**config.mk**
```make
export PLATFORM = sky130hd
export DESIGN_NAME = game_sequencer
export DESIGN_NICKNAME = d
export VERILOG_FILES = /design/src/rtl/game_sequencer.sv
export SDC_FILE = /design/constraint.sdc
export NUM_CORES = 1
export LEC_CHECK = 0
export CELL_PAD_IN_SITES_DETAIL_PLACEMENT = 1
export CELL_PAD_IN_SITES_GLOBAL_PLACEMENT = 1
export CORE_MARGIN = 8
export CORE_UTILIZATION = 35
export CTS_CLUSTER_DIAMETER = 120
export DETAILED_ROUTE_END_ITERATION = 12
export PLACE_DENSITY_LB_ADDON = 0.1
export SYNTH_ARGS = -nofsm -noshare
export SYNTH_HDL_FRONTEND = slang
export SYNTH_SLANG_ARGS = --single-unit
```
**constraint.sdc**
```tcl
create_clock -name clk -period 2 [get_ports clk]
set_input_delay 0.3 -clock clk [delete_from_list [all_inputs] [get_ports clk]]
set_output_delay 0.3 -clock clk [all_outputs]
set_load 0.02 [all_outputs]
```
**src/rtl/game_sequencer.sv**
```systemverilog
// Two-player dice game sequencer: IDLE -> ROLL -> HOLD -> NEXT ... -> DONE.
// Each player rolls once per round for ROUNDS rounds. Scores accumulate and
// saturate at 15.
// Optional build macro AUTO_STOP_EN: while in ROLL, a tick counter stops the
// roll automatically after ROLL_TICKS cycles. When the macro is undefined, the
// roll runs until btn is pressed, with no time limit.
module game_sequencer #(
  parameter int ROUNDS     = 3,
  parameter int ROLL_TICKS = 100000
) (
  input  logic       clk,
  input  logic       rst,
  input  logic       btn,
  output logic       times,
  output logic       is_final,
  output logic       is_finish,
  output logic [3:0] score1,
  output logic [3:0] score2,
  output logic [2:0] dice,
  output logic       player,
  output logic [1:0] round
);

  localparam logic [2:0] S_IDLE = 3'd0;
  localparam logic [2:0] S_ROLL = 3'd1;
  localparam logic [2:0] S_HOLD = 3'd2;
  localparam logic [2:0] S_NEXT = 3'd3;
  localparam logic [2:0] S_DONE = 3'd4;

  localparam logic [1:0] LAST_RND = 2'(ROUNDS - 1);

  if (ROUNDS < 1 || ROUNDS > 3 || ROLL_TICKS < 1) begin : g_bad_param
    $error("game_sequencer: ROUNDS must be 1..3 and ROLL_TICKS >= 1");
  end

  logic [2:0] state, state_nx;
  logic       stop;      // end the current roll this cycle
  logic [3:0] cur_score;
  logic [4:0] sum;
  logic [3:0] sat_score;

`ifdef AUTO_STOP_EN
  localparam int TW = (ROLL_TICKS > 1) ? $clog2(ROLL_TICKS) : 1;
  logic [TW-1:0] tick;

  // A timeout and a btn press in the same cycle collapse into a single stop.
  assign stop = btn || (tick == TW'(ROLL_TICKS - 1));

  // Cycles spent in the current roll. The counter holds 0 outside ROLL, so
  // every roll starts counting from zero.
  always_ff @(posedge clk or negedge rst) begin
    if (!rst)                         tick <= '0;
    else if (state == S_ROLL && !stop) tick <= tick + TW'(1);
    else                              tick <= '0;
  end
`else
  assign stop = btn;
`endif

  // Add the frozen face value to the active player's score, clamped to 15.
  always_comb begin
    cur_score = player ? score2 : score1;
    sum       = {1'b0, cur_score} + {2'b00, dice};
    sat_score = sum[4] ? 4'hF : sum[3:0];
  end

  // Next-state logic. btn only has an effect in IDLE, ROLL and DONE.
  always_comb begin
    state_nx = state;
    case (state)
      S_IDLE:  if (btn) state_nx = S_ROLL;
      S_ROLL:  if (stop) state_nx = S_HOLD;
      S_HOLD:  state_nx = S_NEXT;
      S_NEXT:  state_nx = (player && round == LAST_RND) ? S_DONE : S_ROLL;
      S_DONE:  if (btn) state_nx = S_IDLE;
      default: state_nx = S_IDLE;
    endcase
  end

  // State register and game datapath. times is registered from the next
  // state, so it is high exactly for the cycles spent in ROLL.
  always_ff @(posedge clk or negedge rst) begin
    if (!rst) begin
      state  <= S_IDLE;
      times  <= 1'b0;
      score1 <= '0;
      score2 <= '0;
      dice   <= '0;
      player <= 1'b0;
      round  <= '0;
    end else begin
      state <= state_nx;
      times <= (state_nx == S_ROLL);
      case (state)
        S_IDLE: if (btn) dice <= 3'd1;
        S_ROLL: if (!stop) dice <= (dice == 3'd6) ? 3'd1 : dice + 3'd1;
        S_HOLD: begin
          if (player) score2 <= sat_score;
          else        score1 <= sat_score;
        end
        S_NEXT: begin
          player <= ~player;
          // On the final NEXT the round index stays at the last round.
          if (player && round != LAST_RND) round <= round + 2'd1;
          if (state_nx == S_ROLL) dice <= 3'd1;
        end
        S_DONE: begin
          if (btn) begin
            score1 <= '0;
            score2 <= '0;
            dice   <= '0;
            player <= 1'b0;
            round  <= '0;
          end
        end
        default: ;
      endcase
    end
  end

  assign is_finish = (state == S_DONE);
  assign is_final  = (state == S_DONE) || (state != S_IDLE && round == LAST_RND);

endmodule

```
==> results.tsv, run 1 <==
stage	metric	value	unit
timing	fin_crit_sh	96.8	%
global_routing	gr-total-overflow	0	
clock_tree	root_buffer	clkbuf_4	
logic_synthesis	synth_cell_types	32	
detailed_routing	drt_wl_total	2.94	mm
clock_tree	clkSinkCount	18	
logic_synthesis	yosys.area.top_type	dfrtp_1	
setup_path	cp_max_fo	5	
clock_tree	hold_buffers	0	
setup_path	path_common_cell	nor2b_4	
die	die_h	71.5	µm
global_routing	antenna_found_initial	0	
clock_tree	cts_buffer_depth	2	
die	die-area	5120	µm²
timing	maxSlewHeadroom	80.4	%
timing	fmax	517	MHz
global_routing	grt_start_max_net_pins	19	
job	maxCapViolations	0	
run_status	status	complete, no violations	
placed_design	place.gp.congestion	0.725	
detailed_routing	drt_first_pass_iters	4	
detailed_routing	ant_nets	0	
logic_synthesis	synth_seq_area_share	41.7	%
logic_synthesis	avgSynthCellArea	9.31	µm²
clock_tree	clk_pin_slew	0.11	ns
clock_tree	cts-htree-levels	1	
detailed_routing	vias	965	
setup_path	crit_arrival	2.14	ns
clock_tree	clk_latency	0.30	ns
logic_synthesis	synth_area	1080	µm²
die	die_w	71.5	µm
power_and_ir_drop	ir_drop	0.574	mV
timing	fin_skew	0.00478	ns
global_routing	grt_pass1_vias	987	
logic_synthesis	synth-seq-cells	18	
timing	hold_viol_final	0	
die	num_rows	20	
power_and_ir_drop	power	2720	µW
finish	nets	152	
finish	layout-drive-gt1-share	23.1	%
finish	num_antenna_cells	0	
logic_synthesis	yosys_most_used_dff	dfrtp_1	
finish	final_cell_mix	17 x dfrtp_1, 17 x clkdlybuf4s50_1, 16 x nand2_1	
die	core_area	3000	µm²
timing	tightestPinTransition	0.292	ns
clock_tree	cts_tree	done	
timing	rsz0062_at_grt	true	
timing	finalSetupViolCount	0	
setup_path	slowest_delay	0.47	ns
logic_synthesis	synth-edff-count	0	
setup_path	worstSetupPathType	flop to flop	
min_path	hold_class	input port to async pin	
logic_synthesis	netlist.area_leader.share	41.7	%
die	start_util	36.0	%
finish	syn_to_final_growth	35.3	%
logic_synthesis	synthArstFlopShare	100	%
placed_design	dpl.hpwl	2.12	mm
setup_path	setup.worst_path.end_class	flop	
timing	min_period	1.94	ns
setup_path	cp_slowest_cell	dfrtp_2	
timing	tns	0	ns
clock_tree	cts_buffers	3	
die	pin_count	20	
logic_synthesis	synthTopCellsByArea	dfrtp_1 42%, nand2_1 5.9%, ha_1 4.6%	
setup_path	crit_chain	mux2_4 > ha_4 > inv_2 > fa_2 > nor2b_4 > o21ai_2 > nor2b_4 > o41ai_2	
detailed_routing	post-route-drc-count	0	
placed_design	io_buffers	19	
logic_synthesis	yosysWarnings	0	
logic_synthesis	netlist_instances	116	
setup_path	cp-start-kind	flop	
detailed_routing	routed_via_density	5.48	
setup_path	cp_top_family	adder cells	
global_routing	track_usage	11.7	%
global_routing	grt_pass1_wl	4.69	mm
setup_path	required	2.21	ns
power_and_ir_drop	leakagePower	0.000666	µW
detailed_routing	wl_per_cell	16.7	µm
setup_path	worst-path-buf-inv	1	
detailed_routing	drtIter0Drc	43	
timing	slew_violations	0	
logic_synthesis	synth_nets	124	
power_and_ir_drop	powerDensity	1860	nW/µm²
-- routing by layer --
metal / track usage [%] / vias to the layer above / part of all wire (%)
met3: 3.91 / 6 / 4.8
met5: 0 / - / 0
li1: - / 462 / -
met1: 12.4 / 478 / 41
met2: 21.1 / 19 / 53
met4: 3.40 / 0 / 1.4
-- sequential cells by signal, summed over array words and instances (netlist names) --
name	count
round	2
times	1
dice	3
score2	4
player	1
state	3
score1	4
-- where the power goes --
group          switching (µW)  total (µW)  internal, µW
Combinational             939        1820           885
Clock                     120         198          77.8
Sequential                171         695           524
-- what timing repair did --
action,CTS,global route
setup endpoints to repair,5,6
pin swaps,0,8
resized for setup,8,8
hold endpoints to repair,0,0
buffers inserted,3,1
-- worst register-to-register path, stage by stage, from the launching register on --
cell     delay (ns)
dfrtp_2        0.47
mux2_4         0.22
ha_4           0.13
inv_2          0.04
fa_2           0.42
nor2b_4        0.14
o21ai_2        0.09
nor2b_4        0.14
o41ai_2        0.19
-- metrics by stage --
| stage | cell area, µm² | std cells | util, % | setup WS (ns) | hold WS [ns] |
|---|---|---|---|---|---|
| after global routing | 1460 | 176 | 48.7 | -0.0346 | 0.327 |
| after CTS | 1420 | 175 | 47.3 | 0.0143 | 0.318 |
| after floorplan | 1110 | 116 | - | -0.0262 | 0.00441 |
| after global placement | 1350 | 168 | 45.0 | -0.0409 | 0.496 |
| after detailed placement | 1350 | 168 | 45.0 | -0.0852 | 0.502 |
| final | 1460 | 176 | 48.7 | 0.0642 | 0.317 |
-- path summary, 6_finish.rpt --
path / start / end / slack, ns / cells after the start
worst max-delay path: player / score1[0] / 0.06 / 8
worst min-delay path: rst / dice[0] / 0.32 / 2
worst max register to register: player / score1[0] / 0.06 / 8
worst min register to register: round[0] / round[0] / 0.51 / 1
max in group asynchronous: rst / player / 1.47 / 2
min in group clk: round[0] / round[0] / 0.51 / 1
-- Yosys cell counts, types with 2 or more instances --
cell type / instances
dfrtp_1: 18
nor3_1: 3
mux2_2: 3
o22ai_1: 2
xor2_1: 2
ha_1: 4
nor2_1: 6
inv_1: 6
clkbuf_1: 3
or3b_1: 2
nand2b_1: 5
buf_2: 2
mux2i_1: 4
a21oi_1: 5
o21ai_1: 5
nand3_1: 3
a21o_1: 3
nor2b_1: 4
a22o_1: 5
nand2_1: 17
nand3b_1: 3
-- kinds of logic (layout without fill, tap and decap cells) --
family	after synthesis	count (layout)	synth area share [%]
adders and majority gates	5	5	6.49
DFF	18	18	41.7
muxes	7	7	6.84
buffers and inverters	12	39	4.75
AOI/OAI and AO/OA	28	28	17.8
xor gates and xnor gates	2	2	1.62
and+or+nand+nor	44	44	20.7
-- area by class of cell --
cell class | count | area, µm²
Tap cell | 33 | 41.3
Sequential cell | 18 | 452
Timing Repair Buffer | 29 | 267
Multi-Input combinational cell | 86 | 653
Inverter | 6 | 22.5
Clock buffer | 4 | 26.3
Fill cell | 348 | 1540
Power figures use the tool's default switching activity.
==> run 2: changes to the inputs <==
TNS_END_PERCENT = 5   (was not set)
==> results.tsv, run 2 (same netlist as run 1, synthesis figures left out) <==
stage	metric	value	unit
setup_path	cp_slowest_cell	dfrtp_2	
clock_tree	cts_buffer_depth	2	
placed_design	io_buffers	19	
global_routing	grt_busiest_layer	met2	
setup_path	slowest_delay	0.43	ns
finish	syn_to_final_growth	40.1	%
setup_path	setup.worst_path.end_class	flop	
run_status	status	complete, no violations	
die	pin_count	20	
placed_design	dpl.hpwl	2.13	mm
setup_path	worst-path-buf-inv	2	
setup_path	startpoint	player	
setup_path	cp.depth	8	
setup_path	r2r.worst_path.cells	8	
setup_path	cp-start-kind	flop	
setup_path	crit_arrival	2.15	ns
clock_tree	clkSinkCount	18	
timing	tightestPinTransition	0.391	ns
setup_path	rrSetupSlack	0.03	ns
global_routing	antenna_found_initial	0	
die	num_rows	20	
finish	num_antenna_cells	0	
timing	fin_skew	0.00514	ns
setup_path	crit_path_end	score1[1]	
min_path	hold_class	input port to async pin	
detailed_routing	drtIter0Drc	69	
detailed_routing	drt_first_pass_iters	4	
global_routing	grt_pass1_wl	5.23	mm
timing	hold_viol_final	0	
setup_path	crit_chain	buf_12 > mux2_2 > ha_4 > nor2b_4 > o21ai_2 > buf_4 > a21oi_1 > a22o_1	
setup_path	r2r-end	score1[1]	
timing	finalSetupViolCount	0	
global_routing	track_usage	12.8	%
clock_tree	hold_buffers	0	
global_routing	use_met3	3.35	%
finish	nets	156	
setup_path	cp_max_fo	4	
finish	instances_no_fill	180	
detailed_routing	routed_via_density	5.24	
timing	fmax	509	MHz
placed_design	place.gp.congestion	0.784	
detailed_routing	ant_nets	0	
setup_path	required	2.19	ns
clock_tree	cts_buffers	3	
global_routing	gr-total-overflow	0	
finish	final_cell_mix	17 x nand2_1, 17 x dfrtp_1, 17 x clkdlybuf4s50_1	
finish	fillers	352	
clock_tree	cts-htree-levels	1	
finish	layout-drive-gt1-share	23.8	%
setup_path	worstSetupPathType	flop to flop	
detailed_routing	post-route-drc-count	0	
clock_tree	clk_pin_slew	0.11	ns
clock_tree	clk_latency	0.30	ns
timing	worst_slack	0.0350	ns
detailed_routing	drt_wl_total	2.97	mm
power_and_ir_drop	powerDensity	1870	nW/µm²
clock_tree	root_buffer	clkbuf_4	
power_and_ir_drop	leakagePower	0.000683	µW
timing	maxSlewHeadroom	73.8	%
timing	min_period	1.97	ns
die	core_area	3000	µm²
global_routing	grt_pass1_vias	1064	
power_and_ir_drop	ir_drop	0.714	mV
die	die_h	71.5	µm
die	die_w	71.5	µm
job	maxCapViolations	0	
global_routing	grt_start_max_net_pins	19	
die	die-area	5120	µm²
placed_design	pre_cts_ws	-0.0471	ns
setup_path	cp_top_family	flip-flops	
timing	fin_crit_sh	98.3	%
timing	rsz0062_at_grt	true	
clock_tree	cts_tree	done	
setup_path	regToRegStartpoint	player	
detailed_routing	vias	943	
global_routing	grtUsageMet2	20.2	%
die	start_util	36.0	%
placed_design	dpl.cell_count	170	
timing	slew_violations	0	
global_routing	grtUsageMet1	16.6	%
detailed_routing	wl_per_cell	16.5	µm
finish	reg_top3	score1 x4, score2 x4	
finish	final_util	50.4	%
run 2: area by class of cell:
type,instances,area (µm²),share of cell area (%)
multi-input combinational,86,666,44.0
tap,33,41.3,2.73
timing repair buffer,33,305,20.2
clock buffer,4,26.3,1.74
sequential,18,452,29.9
inverter,6,22.5,1.49
run 2: worst min-delay path by stage:
stage / from / end / depth (start not counted)
global placement: round[0] / round[0] / 1
global route: rst / score2[0] / 2
CTS: rst / score2[1] / 2
finish: rst / score2[1] / 2
floorplan: rst / dice[0] / 0
detailed placement: round[0] / round[0] / 1
run 2: repair_timing:
action,in CTS,in global routing
endpoints found under the hold margin,0,0
pin swaps,4,6
buffers inserted,4,2
endpoints found under the setup margin,3,8
gates resized for setup,12,5
run 2: where the power goes:
| group | leakage, µW | switching [µW] | internal [µW] |
|---|---|---|---|
| Clock | 0.0000150 | 119 | 77.6 |
| Combinational | 0.000445 | 971 | 976 |
| Sequential | 0.000223 | 168 | 523 |
| Total | 0.000683 | 1260 | 1580 |
run 2: per-stage QoR:
step / power [µW] / hold slack [ns] / TNS [ns] / instance area (µm²)
after floorplan: 1700 / 0.00441 / -0.0774 / 1090
after global placement: 2230 / 0.491 / 0 / 1350
after detailed placement: 2280 / 0.504 / -0.0471 / 1350
after CTS: 2710 / 0.349 / -0.00480 / 1470
after global routing: 3100 / 0.357 / -0.172 / 1510
final: 2830 / 0.340 / 0 / 1510
run 2: metal layers:
layer	wire length (µm)	vias up
met1	1450	455
met3	147	2
met4	13	0
li1	-	467
met2	1360	19
met5	0	-
==> run 3: changes to the inputs <==
SETUP_SLACK_MARGIN = 0.3   (was not set)
==> results.tsv, run 3 (same netlist as run 1, synthesis figures left out) <==
stage	metric	value	unit
setup_path	cp-start-kind	flop	
detailed_routing	vias	964	
power_and_ir_drop	pwr-share-clk	6.6	%
clock_tree	clk_pin_slew	0.12	ns
global_routing	gr-total-overflow	0	
finish	syn_to_final_growth	48.3	%
die	die-area	5120	µm²
finish	nets	157	
setup_path	regToRegStartpoint	player	
timing	maxSlewHeadroom	73.0	%
detailed_routing	post-route-drc-count	0	
clock_tree	clk_latency	0.30	ns
detailed_routing	drt_wl_total	3.07	mm
die	die_w	71.5	µm
job	maxCapViolations	0	
setup_path	crit_arrival	2.19	ns
setup_path	setup.worst_path.end_class	flop	
global_routing	antenna_found_initial	0	
global_routing	grt_pass1_vias	1076	
setup_path	required	2.24	ns
power_and_ir_drop	pwr-share-comb	70.5	%
placed_design	place.gp.congestion	0.784	
detailed_routing	drtIter0Drc	57	
timing	slew_violations	0	
setup_path	r2r.worst_path.cells	9	
detailed_routing	wl_per_cell	16.9	µm
power_and_ir_drop	leakagePower	0.000764	µW
placed_design	dpl_cell_area	1350	µm²
timing	fin_crit_sh	97.9	%
finish	fillers	338	
die	core_area	3000	µm²
timing	fmax	511	MHz
clock_tree	root_buffer	clkbuf_4	
clock_tree	cts-htree-levels	1	
setup_path	rrSetupSlack	0.04	ns
placed_design	pre_cts_ws	-0.0471	ns
placed_design	dpl.hpwl	2.13	mm
finish	final_cell_mix	17 x dfrtp_1, 16 x nand2_1, 11 x clkdlybuf4s50_1, 11 x buf_4, 6 x dlymetal6s2s_1	
global_routing	use_met3	3.35	%
die	num_rows	20	
setup_path	r2r-end	score2[2]	
timing	finalSetupViolCount	0	
clock_tree	cts_buffer_depth	2	
finish	num_antenna_cells	0	
clock_tree	hold_buffers	0	
timing	hold_viol_final	0	
clock_tree	cts_tree	done	
finish	multi_input_area	728	µm²
finish	design_area	1600	µm²
global_routing	grt_pass1_wl	5.24	mm
timing	fin_skew	0.00802	ns
global_routing	grtUsageMet2	20.4	%
timing	min_period	1.96	ns
global_routing	track_usage	12.8	%
power_and_ir_drop	p_int	1690	µW
min_path	hold_class	input port to async pin	
die	start_util	36.0	%
global_routing	grt_start_max_net_pins	19	
power_and_ir_drop	p_seq_share	22.9	%
finish	layout-drive-gt1-share	31.8	%
finish	layout_commonest_cell	dfrtp_1	
global_routing	grtUsageMet1	16.6	%
clock_tree	cts_buffers	3	
setup_path	cp_max_fo	3	
detailed_routing	ant_nets	0	
global_routing	grt_busiest_layer	met2	
power_and_ir_drop	switchingPower	1370	µW
clock_tree	clkSinkCount	18	
timing	tightestPinTransition	0.401	ns
detailed_routing	routed_via_density	5.33	
timing	worst_slack	0.0421	ns
power_and_ir_drop	powerDensity	1910	nW/µm²
power_and_ir_drop	swShare	44.8	%
die	die_h	71.5	µm
setup_path	worstSetupPathType	flop to flop	
finish	reg_top3	score1 x4, score2 x4	
setup_path	startpoint	player	
placed_design	io_buffers	19	
detailed_routing	drt_first_pass_iters	4	
power_and_ir_drop	ir_drop	0.741	mV
timing	rsz0062_at_grt	true	
finish	regArea	452	µm²
die	pin_count	20	
run_status	status	complete, no violations	
==> run 3: changes by cell type in the layout (fill, tap and decap cells not counted), moves of 2 or more <==
cell	before	now
clkdlybuf4s50_1	17	11
dlymetal6s2s_1	0	6
buf_6	0	3
buf_4	13	11
clkbuf_2	0	2
dlygate4sd2_1	2	0
ha_1	2	0
inv_1	6	4
inv_2	0	2
==> run 3: critical path: stages (launching register included) <==
cell and delay (ns):
dfrtp_2 0.46, mux2_4 0.23, ha_4 0.13, inv_2 0.04, fa_2 0.36, buf_6 0.14, xor2_2 0.14, a22oi_2 0.18
nand2_1 0.09, o21ai_1 0.12
==> run 3: worst max-delay path by stage <==
stage	end	slack, ns
global route	score2[2]	-0.02
CTS	score1[0]	0.05
finish	score2[2]	0.04
detailed placement	score1[0]	-0.05
floorplan	score1[0]	-0.07
global placement	score1[0]	0.04
==> run 3: repair_timing <==
item                                   in CTS  in global routing
gates resized for setup                    21                 23
cloned                                      0                  0
pin swaps                                   8                 17
endpoints found under the hold margin       0                  0
setup buffers                               5                  2
setup endpoints to repair                  12                 17
==> run 3: area by class of cell <==
cell class / count / area share, %
clock buffers: 4 / 1.64
inverters: 6 / 1.41
multi-input cells: 86 / 45.5
flip-flops and latches: 18 / 28.2
well taps: 33 / 2.58
repair buffers: 34 / 20.7
==> run 3: metal layers <==
metal	share of wire, %	wire, µm
met1	48	1460
met2	47	1450
met5	0	0
met4	0.42	13
met3	4.6	140
==> run 3: power groups by stage <==
| stage | logic (µW) | clock network (µW) | registers (µW) |
|---|---|---|---|
| 2_1_floorplan | 887 | 0 | 817 |
| 3_3_place_gp | 1560 | 0 | 676 |
| 3_5_place_dp | 1600 | 0 | 683 |
| 4_1_cts | 1970 | 209 | 692 |
| 5_1_grt | 2350 | 226 | 729 |
| 6_report | 2160 | 202 | 702 |
==> run 3: metrics by stage <==
stage / cells / total power, µW / utilization, % / hold slack [ns] / TNS (ns)
2_1_floorplan: 116 / 1700 / - / 0.00441 / -0.0774
3_3_place_gp: 170 / 2230 / 44.8 / 0.491 / 0
3_5_place_dp: 170 / 2280 / 44.8 / 0.504 / -0.0471
4_1_cts: 179 / 2870 / 50.5 / 0.349 / 0
5_1_grt: 181 / 3310 / 53.3 / 0.357 / -0.0466
6_report: 181 / 3060 / 53.3 / 0.336 / 0
